$ cat src/rtl/mem_access_ctrl.sv
// Memory-stage data-bus sequencer: issues one bus request per load/store, stalls the
// pipeline while it is outstanding, aligns store lanes, extracts/extends load data.
module mem_access_ctrl #(
  parameter int XLEN = 64
) (
  input  logic              clk,
  input  logic              reset,
  input  logic              in_valid,
  input  logic [1:0]        in_op,
  input  logic [1:0]        in_size,
  input  logic              in_unsigned,
  input  logic [XLEN-1:0]   in_addr,
  input  logic [XLEN-1:0]   in_wdata,
  input  logic              flush,
  input  logic              advance,
  output logic              stall,
  output logic              misalign,
  output logic [XLEN-1:0]   rdata,
  output logic              dreq_valid,
  output logic [XLEN-1:0]   dreq_addr,
  output logic [2:0]        dreq_size,
  output logic [XLEN/8-1:0] dreq_strobe,
  output logic [XLEN-1:0]   dreq_data,
  input  logic              dresp_data_ok,
  input  logic [XLEN-1:0]   dresp_data
);

  localparam logic [1:0] OP_LOAD  = 2'b01;
  localparam logic [1:0] OP_STORE = 2'b10;

  typedef enum logic [1:0] {IDLE, BUSY, DRAIN, DONE} state_t;

  state_t              state_q;
  logic                dreq_valid_q;
  logic [XLEN-1:0]     dreq_addr_q;
  logic [2:0]          dreq_size_q;
  logic [XLEN/8-1:0]   dreq_strobe_q;
  logic [XLEN-1:0]     dreq_data_q;
  logic [XLEN-1:0]     rdata_q;
  logic                is_load_q;
  logic                uns_q;

  logic                access;
  logic                addr_ok;
  logic                accept;
  logic [XLEN/8-1:0]   strobe_d;
  logic [XLEN-1:0]     wdata_d;
  logic [XLEN-1:0]     load_d;

  function automatic logic [XLEN/8-1:0] strobe_base(input logic [1:0] size);
    case (size)
      2'b00:   strobe_base = (XLEN/8)'(8'h01);
      2'b01:   strobe_base = (XLEN/8)'(8'h03);
      2'b10:   strobe_base = (XLEN/8)'(8'h0F);
      default: strobe_base = (XLEN/8)'(8'hFF);
    endcase
  endfunction

  // Bring the addressed lane down to bit 0, truncate to the access size, then extend.
  function automatic logic [XLEN-1:0] extend_load(input logic [XLEN-1:0] raw,
                                                  input logic [2:0]      off,
                                                  input logic [1:0]      size,
                                                  input logic            uns);
    logic [XLEN-1:0] sh;
    sh = raw >> {off, 3'b000};
    case (size)
      2'b00:   extend_load = uns ? XLEN'(sh[7:0])  : XLEN'($signed(sh[7:0]));
      2'b01:   extend_load = uns ? XLEN'(sh[15:0]) : XLEN'($signed(sh[15:0]));
      2'b10:   extend_load = uns ? XLEN'(sh[31:0]) : XLEN'($signed(sh[31:0]));
      default: extend_load = sh;
    endcase
  endfunction

  assign access = in_valid & ((in_op == OP_LOAD) | (in_op == OP_STORE));

  always_comb begin
    addr_ok = 1'b1;
    case (in_size)
      2'b01:   addr_ok = (in_addr[0] == 1'b0);
      2'b10:   addr_ok = (in_addr[1:0] == 2'b00);
      2'b11:   addr_ok = (in_addr[2:0] == 3'b000);
      default: addr_ok = 1'b1;
    endcase
  end

  assign misalign = access & ~addr_ok;
  assign accept   = (state_q == IDLE) & access & ~misalign & ~flush;
  assign stall    = accept | (state_q == BUSY) | (state_q == DRAIN);

  assign strobe_d = strobe_base(in_size) << in_addr[2:0];
  assign wdata_d  = in_wdata << {in_addr[2:0], 3'b000};
  assign load_d   = extend_load(dresp_data, dreq_addr_q[2:0], dreq_size_q[1:0], uns_q);

  always_ff @(posedge clk) begin
    if (!reset) begin
      state_q       <= IDLE;
      dreq_valid_q  <= 1'b0;
      dreq_addr_q   <= '0;
      dreq_size_q   <= '0;
      dreq_strobe_q <= '0;
      dreq_data_q   <= '0;
      rdata_q       <= '0;
      is_load_q     <= 1'b0;
      uns_q         <= 1'b0;
    end else begin
      case (state_q)
        IDLE: begin
          if (accept) begin
            dreq_addr_q   <= in_addr;
            dreq_size_q   <= {1'b0, in_size};
            dreq_strobe_q <= (in_op == OP_STORE) ? strobe_d : '0;
            dreq_data_q   <= wdata_d;
            is_load_q     <= (in_op == OP_LOAD);
            uns_q         <= in_unsigned;
            dreq_valid_q  <= 1'b1;
            state_q       <= BUSY;
          end
        end
        BUSY: begin
          if (dresp_data_ok) begin
            dreq_valid_q <= 1'b0;
            if (flush) begin
              state_q <= IDLE;
            end else begin
              if (is_load_q) rdata_q <= load_d;
              state_q <= DONE;
            end
          end else if (flush) begin
            state_q <= DRAIN;
          end
        end
        // The killed request is still outstanding on the bus; wait it out and drop the data.
        DRAIN: begin
          if (dresp_data_ok) begin
            dreq_valid_q <= 1'b0;
            state_q      <= IDLE;
          end
        end
        DONE: begin
          if (advance | flush) state_q <= IDLE;
        end
        default: state_q <= IDLE;
      endcase
    end
  end

  assign dreq_valid  = dreq_valid_q;
  assign dreq_addr   = dreq_addr_q;
  assign dreq_size   = dreq_size_q;
  assign dreq_strobe = dreq_strobe_q;
  assign dreq_data   = dreq_data_q;
  assign rdata       = rdata_q;

endmodule

$ cat config.mk
export PLATFORM = sky130hd
export DESIGN_NAME = mem_access_ctrl
export DESIGN_NICKNAME = d
export VERILOG_FILES = /design/src/rtl/mem_access_ctrl.sv
export SDC_FILE = /design/constraint.sdc
export NUM_CORES = 1
export LEC_CHECK = 0
export ABC_CLOCK_PERIOD_IN_PS = 2800
export CORE_MARGIN = 1.5
export CORE_UTILIZATION = 40
export CTS_CLUSTER_DIAMETER = 60
export CTS_CLUSTER_SIZE = 25
export DETAILED_ROUTE_END_ITERATION = 16
export GPL_TIMING_DRIVEN = 1
export PLACE_DENSITY = 0.76
export REMOVE_ABC_BUFFERS = 1
export SETUP_SLACK_MARGIN = 0.5
export SLEW_MARGIN = 10
export SYNTH_ARGS = -nofsm -noshare
export SYNTH_HDL_FRONTEND = slang
export SYNTH_SLANG_ARGS = --single-unit
$ cat constraint.sdc
create_clock -name clk -period 2.8 [get_ports clk]
set_input_delay 0.84 -clock clk [delete_from_list [all_inputs] [get_ports clk]]
set_output_delay 0.84 -clock clk [all_outputs]
set_load 0.02 [all_outputs]
==> results by group, run 1 <==
Power
  • Internal Power: ~5.6 mW
  • Sw frac: 29.6%
  • Comb power frac: 22.9%
  • Switch Pwr: 2.36 mW
  • Leakage: 8.10 nW
  • Seq pwr share: 38.7%
  • Max IR drop VDD: 0.386 mV
  • Power Dens Cells: 418 nW/um^2
  • Clock Power Share: 38.4%

Timing
  • Least-Margin Pin Slew: 0.817 ns
  • Setup Viol. Count Final: 0
  • Final hold slack: around 0.46 ns
  • Final period util: between 90% and 100%
  • Final slew viol count: 0
  • RSZ-0062 raised after global routing: true
  • Worst Skew: 0.0233 ns
  • Achievable Freq: 358 MHz
  • Final-report hold violation count: 0
  • Rel. slew slack: 45.3%
  • Tmin final: 2.79 ns

Job
  • Max-cap check violation count: 0

Clock tree
  • Insertion delay to the later sink of the worst-skew pair: 0.52 ns
  • H-tree levels: 1
  • Total CTS buffers: 20
  • Reg clk slew, reported paths: around 0.07 ns
  • Root buffer cell: clkbuf_16
  • Num Clock Sinks: 207
  • CTS tree: yes
  • Max clock buf depth: 3
  • Hold_buf cts: 0

Place
  • Placed cell count: around 2,000
  • Placer Congestion: 0.934
  • Dpl hpwl: 29,400 microns
  • Buffers on Ports: approximately 410

Global route
  • Met2 Track Usage GR: 51.4%
  • Vias in the first global route: 12,236
  • Met1 usage: 34.7%
  • First-pass GRT wire length: just under 70,000 microns
  • Initial antenna violation count: 12
  • Met3 Use GR: 8.61%
  • Overflow after GRT: 0
  • All-Layer GR Usage: 30.6%
  • GRT Max-Usage Layer: met2
  • Largest net degree at the start of global routing: 76

Critical path
  • Worst Setup Start Kind: primary input
  • CP required: approximately 2.0 ns
  • CP top delay family: simple AND/OR/NAND/NOR gates
  • CP arrival: 1.95 ns
  • CP Class: in -> out
  • Critical Path, Cell by Cell: buf_8 > ha_4 > nor3b_4 > o211ai_1 > nor2_4 > or3_4 > buf_6
  • Bufs and invs on worst path: 2
  • CP max stage delay: ~0.33 ns
  • CP max-delay cell: or3_4
  • Crit. End Element: output pin
  • CP max FO: 2

Route
  • Final wirelength: ~50,000 microns
  • WL per Instance: 23.0 microns
  • Post-route ant nets: 0
  • DRC: 0
  • Drt first pass iters: 5
  • Via density: 5.93
  • Vias: 12,799
  • Initial drt markers: 1,250

Final layout
  • Layout cells sized above 1: between 30% and 40%
  • Nets: about 2,000
  • Post-Layout Cell Count: 2,160
  • Area delta synth->final: 69.4%

Synth
  • Mapped Area: 11,200 sq um
  • FFs w/ async S/R, synth: 0%
  • Post-synth EDFFs: 0
  • Synth top area share: 36.9%
  • Syn Area/Cell: 8.55 sq um
  • Post-synth top area cell: dfxtp_1
  • Number of synthesized register bits: slightly above 200
  • Most used DFF post-synth: dfxtp_1
  • Seq/Total Area, Yosys: 36.9%
  • Ys Warns: 0
  • Cells after Synth: 1,313
  • Post-synth cell types: 58
  • Top post-synthesis cells by area: dfxtp_1 (37%), mux2i_1 (8.2%), nand2_1 (8.2%), mux4_2 (7.6%), a21oi_1 (6.9%)

Die
  • Die span in x: 171 microns
  • Initial Util: 40.5%
  • IO Pins: 409
  • Die area: 29,100 sq um
  • Die height: 171 microns
  • Rows: 61
  • Core footprint: 27,700 sq um

Outcome
  • Status: finished clean

Min path
  • Hold crit path type: reg -> reg
metrics by stage:
| step | TNS, ns | utilization, % | power, mW | area (sq um) | setup WS [ns] |
|---|---|---|---|---|---|
| after global routing | -0.0452 | 68.7 | 8.21 | 19000 | -0.0452 |
| final | 0 | 68.7 | 7.96 | 19000 | 0.00897 |
| after global placement | -78.53 | 57.3 | 4.56 | 15900 | -0.942 |
| after CTS | -0.0189 | 65.6 | 7.83 | 18200 | -0.0189 |
| after detailed placement | -90.01 | 57.3 | 4.58 | 15900 | -1.02 |
| after floorplan | -717.72 | - | 3.79 | 10700 | -4.80 |
flip-flops by register name, indices dropped and copies added (netlist names):
register,flops
dreq_addr,64
dreq_data,64
rdata,64
dreq_strobe,8
dreq_size,2
state_q,2
dreq_valid,1
is_load_q,1
uns_q,1
cell usage in the layout, fill, tap and decap left out, types with 6 or more instances in the layout:
cell type        instances
dfxtp_1                202
clkdlybuf4s50_1        193
dlygate4sd2_1          172
nand2_1                145
a21oi_2                137
mux2i_1                 92
nand2_4                 83
o21ai_0                 83
nor2_1                  72
buf_6                   52
buf_4                   49
a21oi_1                 45
mux4_2                  38
a211oi_1                31
dlymetal6s2s_1          31
clkbuf_16               27
mux2_2                  23
nor2b_1                 21
nand2_2                 16
o211a_1                 16
buf_12                  16
nand3b_1                15
nand2b_1                14
buf_16                  14
inv_1                   13
nand3_1                 12
diode_2                 10
o221ai_1                10
nor3_1                  10
o211ai_1                 9
buf_8                    7
o22ai_1                  6
a221o_1                  6
a31oi_1                  6
cell usage after synthesis, types with 3 or more instances:
master / n
nand2_1: 244
dfxtp_1: 207
a21oi_1: 154
mux2i_1: 92
o21ai_0: 85
nor2_1: 78
clkbuf_1: 58
buf_2: 47
mux4_2: 38
a211oi_1: 32
a21oi_2: 31
mux2_2: 23
nor2b_1: 21
inv_1: 16
o211a_1: 16
nand3b_1: 15
nand2b_1: 14
nor3_1: 13
nand3_1: 12
o221ai_1: 10
o211ai_1: 9
buf_4: 7
ha_1: 7
a221o_1: 6
a31oi_1: 6
buf_1: 6
o22ai_1: 6
a311oi_1: 5
or3_1: 5
or4_1: 5
buf_6: 4
a31oi_2: 3
nor4_1: 3
or2_2: 3
repair_timing:
item	CTS	global route
gates cloned	13	6
pin swaps	178	48
gates resized for setup	518	157
buffers inserted	36	10
setup endpoints to repair	342	176
cell type report:
cell class | count | area (sq um)
Antenna cell | 10 | 25.0
Clock buffer | 21 | 514
Clock inverter | 15 | 219
Fill cell | 2019 | 8680
Inverter | 17 | 68.8
Multi-Input combinational cell | 968 | 7780
Sequential cell | 207 | 4160
Tap cell | 378 | 473
Timing Repair Buffer | 544 | 5790
power by group through the flow:
stage / Sequential [mW] / Combinational (mW) / Clock (mW)
after floorplan: 3.21 / 0.580 / 0
after global placement: 3.13 / 1.43 / 0
after detailed placement: 3.13 / 1.45 / 0
after CTS: 3.07 / 1.67 / 3.09
after global routing: 3.09 / 1.91 / 3.21
final: 3.08 / 1.83 / 3.06
path summary, 6_finish.rpt:
check                              startpoint            end  slack, ns  cells past startpoint
worst max register to register   dreq_addr[2]      rdata[62]       0.61                      8
worst min register to register  dreq_addr[56]  dreq_addr[56]       0.46                      2
worst min-delay path            dreq_addr[56]  dreq_addr[56]       0.46                      2
worst max-delay path                 in_op[1]          stall      0.009                      7
metal layers:
metal,up-vias,routed length [microns]
li1,5623,-
met1,6162,17800
met2,816,23800
met3,194,5190
met4,4,2960
met5,-,29
worst register-to-register path, cell delays in order, from the launching register on:
cell and delay, ns:
dfxtp_2 0.50, buf_4 0.27, nand2b_1 0.23, o22ai_4 0.11, nor4_4 0.44, a311oi_4 0.08, buf_4 0.17, buf_6 0.15
a21oi_1 0.15
kinds of logic (layout without fill, tap and decap cells):
| logic type | count (synthesis) | count (layout) | share of synthesized area [%] |
|---|---|---|---|
| simple gates | 422 | 422 | 16.5 |
| compound gates | 382 | 383 | 21.7 |
| flops | 207 | 207 | 36.9 |
| mux | 155 | 155 | 18.4 |
| buf+inv | 139 | 597 | 5.67 |
| fa+ha+maj | 7 | 7 | 0.780 |
| other cells | 1 | 11 | 0.0334 |
Power figures use the tool's default switching activity.
==> run 2, diff against run 1 <==
--- a/config.mk
+++ b/config.mk
@@ -6,6 +6,7 @@
 export NUM_CORES = 1
 export LEC_CHECK = 0
 export ABC_CLOCK_PERIOD_IN_PS = 2800
+export CAP_MARGIN = 0
 export CORE_MARGIN = 1.5
 export CORE_UTILIZATION = 40
 export CTS_CLUSTER_DIAMETER = 60
==> results of run 2 <==
No change in the layout: final DEF, timing and power equal those of run 1.
